===== src/rtl/token_embedder.sv =====
// Token embedder: reads token IDs, fetches each token's embedding row and streams its elements out.
// Optional macro TOKEN_EMBEDDER_ZERO_TERM_EN: a token ID of 0 ends the run early.
module token_embedder #(
    parameter int ADDR_WIDTH = 4,
    parameter int DATA_WIDTH = 8,
    parameter int EMB_DIM    = 4
) (
    input  logic                                  clk,
    input  logic                                  rst,
    input  logic                                  start,
    input  logic [ADDR_WIDTH:0]                   tok_count,
    output logic                                  busy,
    output logic                                  done,
    output logic [ADDR_WIDTH-1:0]                 tok_addr,
    input  logic [DATA_WIDTH-1:0]                 tok_data,
    output logic [ADDR_WIDTH+$clog2(EMB_DIM)-1:0] emb_addr,
    input  logic [DATA_WIDTH-1:0]                 emb_data,
    output logic                                  out_valid,
    input  logic                                  out_ready,
    output logic [DATA_WIDTH-1:0]                 out_data,
    output logic                                  out_last,
    output logic                                  out_tok_last
);

    localparam int EW = $clog2(EMB_DIM);
    localparam logic [EW-1:0]         ELEM_MAX = EW'(EMB_DIM - 1);
    localparam logic [EW-1:0]         ELEM_ONE = EW'(1);
    localparam logic [ADDR_WIDTH-1:0] TOK_ONE  = ADDR_WIDTH'(1);
    localparam logic [ADDR_WIDTH:0]   CNT_ONE  = (ADDR_WIDTH + 1)'(1);
    localparam logic [ADDR_WIDTH:0]   CNT_ZERO = (ADDR_WIDTH + 1)'(0);

    typedef enum logic [2:0] {
        S_IDLE     = 3'd0,
        S_TOK_RD   = 3'd1,
        S_TOK_WAIT = 3'd2,
        S_EMB_RD   = 3'd3,
        S_EMB_WAIT = 3'd4,
        S_OUT      = 3'd5,
        S_DONE     = 3'd6
    } state_t;

    state_t                  state_r;
    logic [ADDR_WIDTH-1:0]   tok_idx_r;
    logic [EW-1:0]           elem_idx_r;
    logic [DATA_WIDTH-1:0]   tok_id_r;
    logic [ADDR_WIDTH:0]     cnt_r;
    logic                    last_elem_s;
    logic                    last_tok_s;
    logic                    tok_id_unused_s;

    assign last_elem_s = (elem_idx_r == ELEM_MAX);
    // cnt_r is never 0 outside IDLE/DONE, so the subtraction cannot underflow where it matters
    assign last_tok_s  = ({1'b0, tok_idx_r} == (cnt_r - CNT_ONE));

    assign tok_addr = tok_idx_r;
    assign emb_addr = {tok_id_r[ADDR_WIDTH-1:0], elem_idx_r};

    // Upper token-ID bits select nothing in the vocabulary-sized embedding table
    assign tok_id_unused_s = ^tok_id_r[DATA_WIDTH-1:ADDR_WIDTH];

    // Sequencer: token fetch, embedding fetch and output handshake, with all outputs registered
    always_ff @(posedge clk or posedge rst) begin
        if (rst) begin
            state_r      <= S_IDLE;
            tok_idx_r    <= '0;
            elem_idx_r   <= '0;
            tok_id_r     <= '0;
            cnt_r        <= '0;
            out_data     <= '0;
            busy         <= 1'b0;
            done         <= 1'b0;
            out_valid    <= 1'b0;
            out_last     <= 1'b0;
            out_tok_last <= 1'b0;
        end else begin
            case (state_r)
                S_IDLE: begin
                    if (start) begin
                        cnt_r      <= tok_count;
                        tok_idx_r  <= '0;
                        elem_idx_r <= '0;
                        busy       <= 1'b1;
                        if (tok_count == CNT_ZERO) begin
                            state_r <= S_DONE;
                            done    <= 1'b1;
                        end else begin
                            state_r <= S_TOK_RD;
                        end
                    end else begin
                        state_r <= S_IDLE;
                    end
                end
                S_TOK_RD: begin
                    state_r <= S_TOK_WAIT;
                end
                S_TOK_WAIT: begin
                    tok_id_r <= tok_data;
`ifdef TOKEN_EMBEDDER_ZERO_TERM_EN
                    // ID 0 is the encoder's end-of-word marker
                    if (tok_data == {DATA_WIDTH{1'b0}}) begin
                        state_r <= S_DONE;
                        done    <= 1'b1;
                    end else begin
                        state_r <= S_EMB_RD;
                    end
`else
                    state_r <= S_EMB_RD;
`endif
                end
                S_EMB_RD: begin
                    state_r <= S_EMB_WAIT;
                end
                S_EMB_WAIT: begin
                    out_data     <= emb_data;
                    out_last     <= last_elem_s;
                    out_tok_last <= last_tok_s;
                    out_valid    <= 1'b1;
                    state_r      <= S_OUT;
                end
                S_OUT: begin
                    if (out_ready) begin
                        out_valid <= 1'b0;
                        if (!last_elem_s) begin
                            elem_idx_r <= elem_idx_r + ELEM_ONE;
                            state_r    <= S_EMB_RD;
                        end else if (!last_tok_s) begin
                            elem_idx_r <= '0;
                            tok_idx_r  <= tok_idx_r + TOK_ONE;
                            state_r    <= S_TOK_RD;
                        end else begin
                            state_r <= S_DONE;
                            done    <= 1'b1;
                        end
                    end else begin
                        state_r <= S_OUT;
                    end
                end
                S_DONE: begin
                    done    <= 1'b0;
                    busy    <= 1'b0;
                    state_r <= S_IDLE;
                end
                default: begin
                    state_r   <= S_IDLE;
                    busy      <= 1'b0;
                    done      <= 1'b0;
                    out_valid <= 1'b0;
                end
            endcase
        end
    end

endmodule


===== config.mk =====
export PLATFORM = sky130hd
export DESIGN_NAME = token_embedder
export DESIGN_NICKNAME = d
export VERILOG_FILES = /design/src/rtl/token_embedder.sv
export SDC_FILE = /design/constraint.sdc
export NUM_CORES = 1
export LEC_CHECK = 0
export ABC_CLOCK_PERIOD_IN_PS = 4400
export BUFFER_PORTS_ARGS = -buffer_cell sky130_fd_sc_hd__buf_4
export CORE_AREA = 2 2 65 67
export CTS_BUF_LIST = sky130_fd_sc_hd__clkbuf_2 sky130_fd_sc_hd__clkbuf_4 sky130_fd_sc_hd__clkbuf_8
export DETAILED_ROUTE_END_ITERATION = 10
export DIE_AREA = 0 0 67 69
export GPL_ROUTABILITY_DRIVEN = 0
export HOLD_SLACK_MARGIN = 0.1
export PLACE_DENSITY = 0.7
export SYNTH_ARGS = -nofsm -noshare
export SYNTH_HDL_FRONTEND = slang
export SYNTH_SLANG_ARGS = --single-unit

===== constraint.sdc =====
create_clock -name clk -period 4.4 [get_ports clk]
set_clock_uncertainty 0.2 [all_clocks]
set_input_delay 0.22 -clock clk [delete_from_list [all_inputs] [get_ports clk]]
set_output_delay 0.22 -clock clk [all_outputs]
set_load 0.05 [all_outputs]

# Word level (Yosys, flattened, before mapping)
# Index checks and enable logic that the tools add are counted.
[totals] ff_bits=31 latch_bits=0 mem_bits_rw=0 mem_bits_ro=0 output_inout_bits=23 n_memories=0
[op_classes] n_addsub=3 n_mul=0 n_div=0 magnitude_cmp=0 n_eq_ne=15 shift=0 mux=26 bitwise=3 reduce_logical=12
[op_table] operator="3-bit one-hot mux with 6 select lines" n=1
[op_table] operator="4-bit 2-to-1 mux" n=4
[op_table] operator="3-bit 2-to-1 mux" n=5
[op_table] operator="2-bit != test, second input constant" n=6
[op_table] operator="5-bit OR reduction" n=2
[op_table] operator="3-bit equality test, second input constant" n=3
[op_table] operator="2-bit 2-to-1 mux" n=4
[op_table] operator="4-bit one-hot mux with 2 select lines" n=1
[op_table] operator="1-bit 2-to-1 mux" n=7
[op_table] operator="3-bit by 2-bit equality test with 1-bit output, second input constant" n=2
[op_table] operator="1-bit one-hot mux with 3 select lines" n=2
[op_table] operator="2-bit AND reduction" n=3
[op_table] operator="6-bit AND reduction" n=1
[op_table] operator="4-bit by 5-bit equality test with 1-bit output" n=1
[op_table] operator="5-bit zero test" n=1
[op_table] operator="5-bit AND reduction" n=1
[op_table] operator="5-bit by 1-bit subtractor with 5-bit output, second input constant" n=1
[op_table] operator="4-bit by 1-bit adder with 4-bit output, second input constant" n=1
[op_table] operator="2-bit one-hot mux with 2 select lines" n=1
[op_table] operator="4-bit AND reduction" n=1
[op_table] operator="4-bit OR reduction" n=1
[op_table] operator="3-bit by 1-bit equality test with 1-bit output, second input constant" n=1
[op_table] operator="3-bit zero test" n=1
[op_table] operator="3-bit != test, second input constant" n=1
[op_table] operator="5 further kinds" n=7

# Logic depth before layout (Yosys ltp)
# Gate-level depths: netlist of the first run.
[depth] ltp_word=6 ltp_mapped=8 ltp_nobuf=7

# Least setup slack after synthesis of the first run
# No wires, ideal clock.
[synth_timing] path_kind="flip-flop to flip-flop" startpoint="register elem_idx_r[1]" endpoint="register tok_idx_r[3] (netlist: tok_addr[3])" arrival_ps=1871 required_time_ps=4121 path_slack_ps=2249 stages_incl_launch_ff=8 n_path_buf=1 synth_period_minus_slack_ps=2151 cell_sequence="dfrtp_1 -> ha_1 -> clkbuf_1 -> nand4_1 -> a21oi_1 -> nand4_1 -> nor2_1 -> mux2i_1"
[synth_between] elab_chain_cells=3
[synth_rtl] element="start: declaration" line_no="44" text="logic [EW-1:0] elem_idx_r;"
[synth_rtl] element="start signal: assignment" line_no="124" text="elem_idx_r <= elem_idx_r + ELEM_ONE;"
[synth_rtl] element="2-bit equality test" line_no="51" text="assign last_elem_s = (elem_idx_r == ELEM_MAX);"
[synth_rtl] element="via last_elem_s" line_no="47" text="logic last_elem_s;"
[synth_rtl] element="2-bit != test (no line)"
[synth_rtl] element="5-bit AND reduction (no line)"
[synth_rtl] element="end signal: assignment" line_no="128" text="tok_idx_r <= tok_idx_r + TOK_ONE;"
[synth_rtl] element="end: declaration" line_no="43" text="logic [ADDR_WIDTH-1:0] tok_idx_r;"
# The timed path passes the listed nets, and every way through them passes these cells.
# A chain may end at the register's enable or synchronous reset.

# Worst setup path after layout of the first run
[layout_timing] startpoint="register cnt_r[0]" endpoint="register state_r[2]"
[layout_between] elab_chain_cells=6
[layout_rtl] element="start: declaration" line_no="46" text="logic [ADDR_WIDTH:0] cnt_r;"
[layout_rtl] element="start signal: assignment" line_no="79" text="cnt_r <= tok_count;"
[layout_rtl] element="5-bit by 1-bit subtractor with 5-bit output" line_no="53" text="assign last_tok_s = ({1'b0, tok_idx_r} == (cnt_r - CNT_ONE));"
[layout_rtl] element="4-bit by 5-bit equality test with 1-bit output" line_no="53"
[layout_rtl] element="3-bit 2-to-1 mux" line_no="126" text="end else if (!last_tok_s) begin"
[layout_rtl] element="3-bit 2-to-1 mux" line_no="123" text="if (!last_elem_s) begin"
[layout_rtl] element="3-bit 2-to-1 mux" line_no="121" text="if (out_ready) begin"
[layout_rtl] element="3-bit one-hot mux with 6 select lines" line_no="76" text="case (state_r)"
[layout_rtl] element="end signal: assignment" line_no="125" text="state_r <= S_EMB_RD;"
[layout_rtl] element="end signal: assignment" line_no="129" text="state_r <= S_TOK_RD;"
[layout_rtl] element="end signal: assignment" line_no="131" text="state_r <= S_DONE;"
[layout_rtl] element="end: declaration" line_no="42" text="state_t state_r;"
# Every way passes these cells.

==> results of run 1 <==
-- state kept, by name, indices dropped and copies added (netlist names) --
| register | flops |
|---|---|
| tok_addr | 4 |
| state_r | 3 |
| out_data | 8 |
| cnt_r | 5 |
| out_valid | 1 |
| out_last | 1 |
| out_tok_last | 1 |
| elem_idx_r | 2 |
| busy | 1 |
| done | 1 |
| tok_id_r | 4 |
-- cells by family (layout without fill, tap and decap cells) --
kind of cell | Yosys count | after routing
AO/OA/AOI/OAI | 26 | 26
XOR/XNOR | 6 | 6
adder cells (fa/ha/maj) | 3 | 3
buffers and inverters | 13 | 76
flip-flops | 31 | 31
multiplexers | 21 | 21
AND/OR/NAND/NOR | 39 | 39
-- area by class of cell --
class	instances	area, um^2
clock buffer	6	82.6
clock inverter	1	5.00
fill	342	1690
inverter	5	18.8
multi-input combinational	95	747
sequential	31	776
tap	50	62.6
timing repair buffer	64	528
-- per-stage QoR --
stage | setup slack (ps) | total power, uW | hold WS (ps) | utilization (%)
floorplan | 2250 | 1120 | 124 | -
global placement | 2290 | 1310 | 128 | 49.6
detailed placement | 2170 | 1340 | 135 | 49.6
CTS | 2150 | 1590 | 144 | 56.7
global route | 1970 | 1680 | 222 | 56.7
finish | 2150 | 1580 | 152 | 56.7
-- Yosys cell counts (2+ instances only) --
cell	instances
dfrtp_1	31
mux2_2	19
nand2_1	10
a21oi_1	6
clkbuf_1	5
inv_1	5
nor2_1	5
o21ai_0	4
xnor2_1	4
a31oi_1	3
ha_1	3
nand4_1	3
nor3b_1	3
a22o_1	2
buf_2	2
mux2i_1	2
nand2b_1	2
nor3_1	2
nor3_2	2
o221ai_1	2
o2bb2ai_1	2
or2_2	2
-- final timing paths --
check,slack (ps),startpoint,endpoint
max,2150,cnt_r[0],state_r[2]
min in group asynchronous,380,rst,out_data[3]
max reg2reg,2150,cnt_r[0],state_r[2]
max in group asynchronous,3330,rst,tok_addr[1]
min,150,out_ready,out_valid
min reg2reg,310,out_data[2],out_data[2]
-- per-layer routing --
layer	up-vias	track usage [%]	share of wire, %
met3	5	6.53	7.5
met1	661	23.3	42
met5	-	0	0
met4	0	5.44	0.91
li1	633	-	-
met2	61	28.3	49
-- report_power, final --
| part | switching, uW | internal (uW) | leakage, uW |
|---|---|---|---|
| sequential | 129 | 402 | 0.000384 |
| clock | 103 | 122 | 0.0000470 |
| combinational | 493 | 333 | 0.000607 |
-- worst register-to-register path: stages (launching register included) --
cell and delay, ps:
dfrtp_1 410, inv_1 60, ha_1 220, xor3_1 360, nor3_2 180, and3_1 360
nand2_1 150, o221ai_1 210
-- timing repair --
action | in CTS | in global routing
hold endpoints to repair | 49 | 0
resized for setup | 0 | 0
hold buffers | 19 | 0
==> results.md, run 1 <==
* Ys flop type: dfrtp_1
* Worst r2r path cells at 7
* Commonest non-fill, non-tap cell in the layout: buf_4
* Main combinational cell family by area after synthesis: multiplexers
* Hold Crit Class: input port to flip-flop
* Critical path cell sequence: inv_1, ha_1, xor3_1, nor3_2, and3_1, nand2_1, o221ai_1
* DIE WIDTH at 67 um
* Die area at 4620 um^2
* Post-synth top area cell: dfrtp_1
* Flops & latches, synth at 31
* Mapped cell area at 1580 um^2
* Max transition margin at 51.9%
* Layout cells sized above 1 at 37.6%
* Max Transition Viols Final at 0
* Post-route DRC at 0
* DRT iter0 DRCs at 60
* CP max-delay cell: dfrtp_1
* Total setup buffers inserted after CTS at 0
* Max FO, Critical Path at 6
* Peak Freq at 444 MHz
* Ys async rst share at 100%
* P per Cell Area at 712 nW/um^2
* H-tree Lvls at 2
* Commonest cells after routing, fill and taps aside: buf_4 (45), dfrtp_1 (31), mux2_2 (19), dlygate4sd3_1 (19), nand2_1 (10)
* CP startpoint kind: flip-flop
* CTS root buffer: clkbuf_8
* Crit path buf inv count at 1
* Synth Area in Simple Gates at 14.4%
* I/O pin total at 48
* CTS Buf Count at 5
* Post-Syn Instances at 139
* WL per Instance at 14.9 um
* Largest net degree at the start of global routing at 32
* Main area contributors after synthesis: dfrtp_1 (49%), mux2_2 (14%), ha_1 (2.4%), nand2_1 (2.4%), xnor2_1 (2.2%)
* Total gr overflow at 0
* Antenna viol nets, final at 0
* Area Overhead vs Synth at 40.3%
* Final setup violation count at 0
* Worst vdd ir at 424 uV
* Max cap viols at 0
* Post-route cell area at 2220 um^2
* Syn nets at 167
* Status: completed
* Antenna violations before repair at 0
* Clock latency on the worst-skew pair at 280 ps
* RSZ-0062 raised after global routing: false
* Crit path depth at 7
* Max clock buf depth at 2
* Post-Synth XOR/XNOR Area at 4.27%
* Port bufs at 43
* Starting Density at 40.4%
* Vias in the first global route at 1358
* Area share of the largest cell type after synthesis at 49.1%
* Sequential share of the synthesized area at 49.1%
* Slew @ Worst Pin at 720 ps
* Gr usage total at 18.1%
* Synth Area per Inst at 11.4 um^2
* Final worst path period share at 51.2%
* WHS Path Cells at 4
* Placed Cells at 226
* Final Hold Fails at 0
* Post-synthesis mux area share at 14.8%
* EDFF count, synth at 0
* Min cycle time layout at 2250 ps
* P_leak at 0.00104 uW
* DRT Pass-1 Iters at 4
* Worst-path clk slew at 60 ps
* Setup_tns at 0 ps
* DP Area at 1940 um^2
* CP max stage delay at 410 ps
* Ant diodes at 0
* Cell variety after synth at 42
* Critical Path End Type: flip-flop
* Die H at 69 um
* Total number of vias at 1360
* Core ar. at 3910 um^2
* Worst Path Arrival at 2240 ps
* Required time worst endpoint at 4390 ps
* Row cnt at 23
* Layout Cells excl Fill at 252
* Final net count at 230
* Vias/cell at 5.40
* Synth Area in Adders at 2.37%
* YS warnings at 0
* Critical path type: flip-flop to flip-flop
* Total clock sinks at 31
* Top delay family on crit path: simple AND/OR/NAND/NOR gates
* CTS tree: done
* Total Wirelength at 3740 um
* Synth Area in Compound Gates at 11.4%
* First-pass GRT wire length at 6440 um
* Detail Placement HPWL at 2530 um
(Power assumes the default switching activity.)
==> run 2: changes to the inputs <==
- ABC_CLOCK_PERIOD_IN_PS: 4400 -> 1900
- PLACE_DENSITY: 0.7 -> 0.73
- clock period: 4.4 -> 1.9 ns (I/O delays scaled with it)
==> run 2 against run 1 <==
Via count grew 6.6%. Sequential share of layout area decreased by 4.4 points. Clock power grew to 2.6 times the previous value. Utilization is 8.8 points higher. Critical endpoint is now elem_idx_r[1].
==> results.md, run 2 (synthesis results as in run 1) <==
* Vias/cell at 5.27
* DRT iter0 DRCs at 29
* Gr usage total at 19.3%
* Top reg by flops: out_data
* DIE WIDTH at 67 um
* Total clock sinks at 31
* WL per Instance at 15.0 um
* Commonest cells after routing, fill and taps aside: buf_4 (62), dfrtp_1 (26), dlygate4sd3_1 (20)
* RSZ-0062 raised after global routing: true
* Commonest non-fill, non-tap cell in the layout: buf_4
* CTS root buffer: clkbuf_8
* Antenna violations before repair at 0
* Overall power at 4320 uW
* Layout Cells excl Fill at 275
* Top delay family on crit path: simple AND/OR/NAND/NOR gates
* Max transition margin at 72.1%
* CP startpoint kind: flip-flop
* CTS Buf Count at 5
* Final setup violation count at 0
* I/O pin total at 48
* H-tree Lvls at 2
* Final net count at 252
* Row cnt at 23
* Core ar. at 3910 um^2
* Total number of vias at 1450
* Final worst path period share at 99.7%
* Die area at 4620 um^2
* Worst vdd ir at 986 uV
* Layout cells sized above 1 at 53.3%
* Dpl ws at -79.4 ps
* DR top layer: met4
* Max reg flops at 8
* CP max-delay cell: dfrtp_1
* Die H at 69 um
* Setup slack after layout at 5.79 ps
* Peak Freq at 528 MHz
* Max clock buf depth at 2
* Area Overhead vs Synth at 62.0%
* Wire length on met1 at 1760 um
* Total gr overflow at 0
* CP max stage delay at 400 ps
* Slew @ Worst Pin at 414 ps
* Critical path cell sequence: inv_2, ha_4, nor3b_4, xnor2_2, and3_4, a222oi_1, a31oi_1
* Hold Crit Class: input port to flip-flop
* Worst Path Arrival at 1850 ps
* DP Area at 2080 um^2
* Reg-to-reg slack, setup at 6 ps
* Post-route cell area at 2560 um^2
* Port bufs at 43
* Max Transition Viols Final at 0
* Regs by FF count: out_data x8, cnt_r x5
* DRT Pass-1 Iters at 4
* P_leak at 0.00118 uW
* Vias in the first global route at 1471
* P per Cell Area at 1680 nW/um^2
* Detail Placement HPWL at 2800 um
* Ant diodes at 0
* Antenna viol nets, final at 0
* CTS tree: done
* Clock latency on the worst-skew pair at 290 ps
* Status: completed
* Total Wirelength at 4130 um
* Max FO, Critical Path at 5
* Met2 Wirelength at 2060 um
* Post-route DRC at 0
* Critical Path End Type: flip-flop
* Met3 WL at 241 um
* Critical path type: flip-flop to flip-flop
* Starting Density at 40.4%
* Largest net degree at the start of global routing at 32
* Crit path buf inv count at 1
* Max cap viols at 0
* Worst-path clk slew at 70 ps
* First-pass GRT wire length at 6840 um
* Final Hold Fails at 0
* Placed Cells at 242
* Min cycle time layout at 1890 ps
* Required time worst endpoint at 1850 ps
-- run 2: layout make-up --
type	instances	area, um^2
multi-input combinational	95	873
tap	50	62.6
inverter	5	18.8
sequential	31	782
timing repair buffer	86	722
fill	282	1350
clock inverter	1	7.51
clock buffer	7	96.3
-- run 2: worst reg2reg max path, cell delays in order (launching register included) --
cell,delay (ps)
dfrtp_1,400
inv_2,80
ha_4,130
nor3b_4,220
xnor2_2,110
and3_4,200
a222oi_1,350
a31oi_1,70
-- run 2: per-stage QoR --
step | hold slack, ps | util [%] | TNS [ps]
final | 208 | 65.5 | 0
after CTS | 247 | 61.1 | -31.0
after global routing | 223 | 65.5 | -337
after global placement | -2.78 | 53.1 | -6.04
after detailed placement | 4.33 | 53.1 | -259
after floorplan | -1.77 | - | 0
-- run 2: report_power, final --
part	internal, uW	switching, uW
Combinational	1160	1440
Clock	329	253
Sequential	936	205
-- run 2: timing repair --
item | 4_1_cts | 5_1_grt
hold buffers | 20 | 2
setup endpoints to repair | 9 | 11
gates resized for setup | 4 | 26
pin swaps | 3 | 9
endpoints found under the hold margin | 54 | 2
setup buffers | 0 | 3
-- run 2: final timing paths --
check	end	depth (start not counted)	startpoint
setup / recovery	elem_idx_r[1]	7	cnt_r[0]
hold / removal	tok_addr[0]	5	start
setup reg to reg	elem_idx_r[1]	7	cnt_r[0]
hold reg to reg	out_data[4]	1	out_data[4]
max in group asynchronous	elem_idx_r[1]	4	rst
min in group asynchronous	cnt_r[0]	4	rst
-- run 2: layer usage --
layer | global-route usage (%) | vias up
met5 | 0 | -
met4 | 5.44 | 0
met3 | 6.53 | 7
met2 | 30.6 | 48
met1 | 24.7 | 711
li1 | - | 684
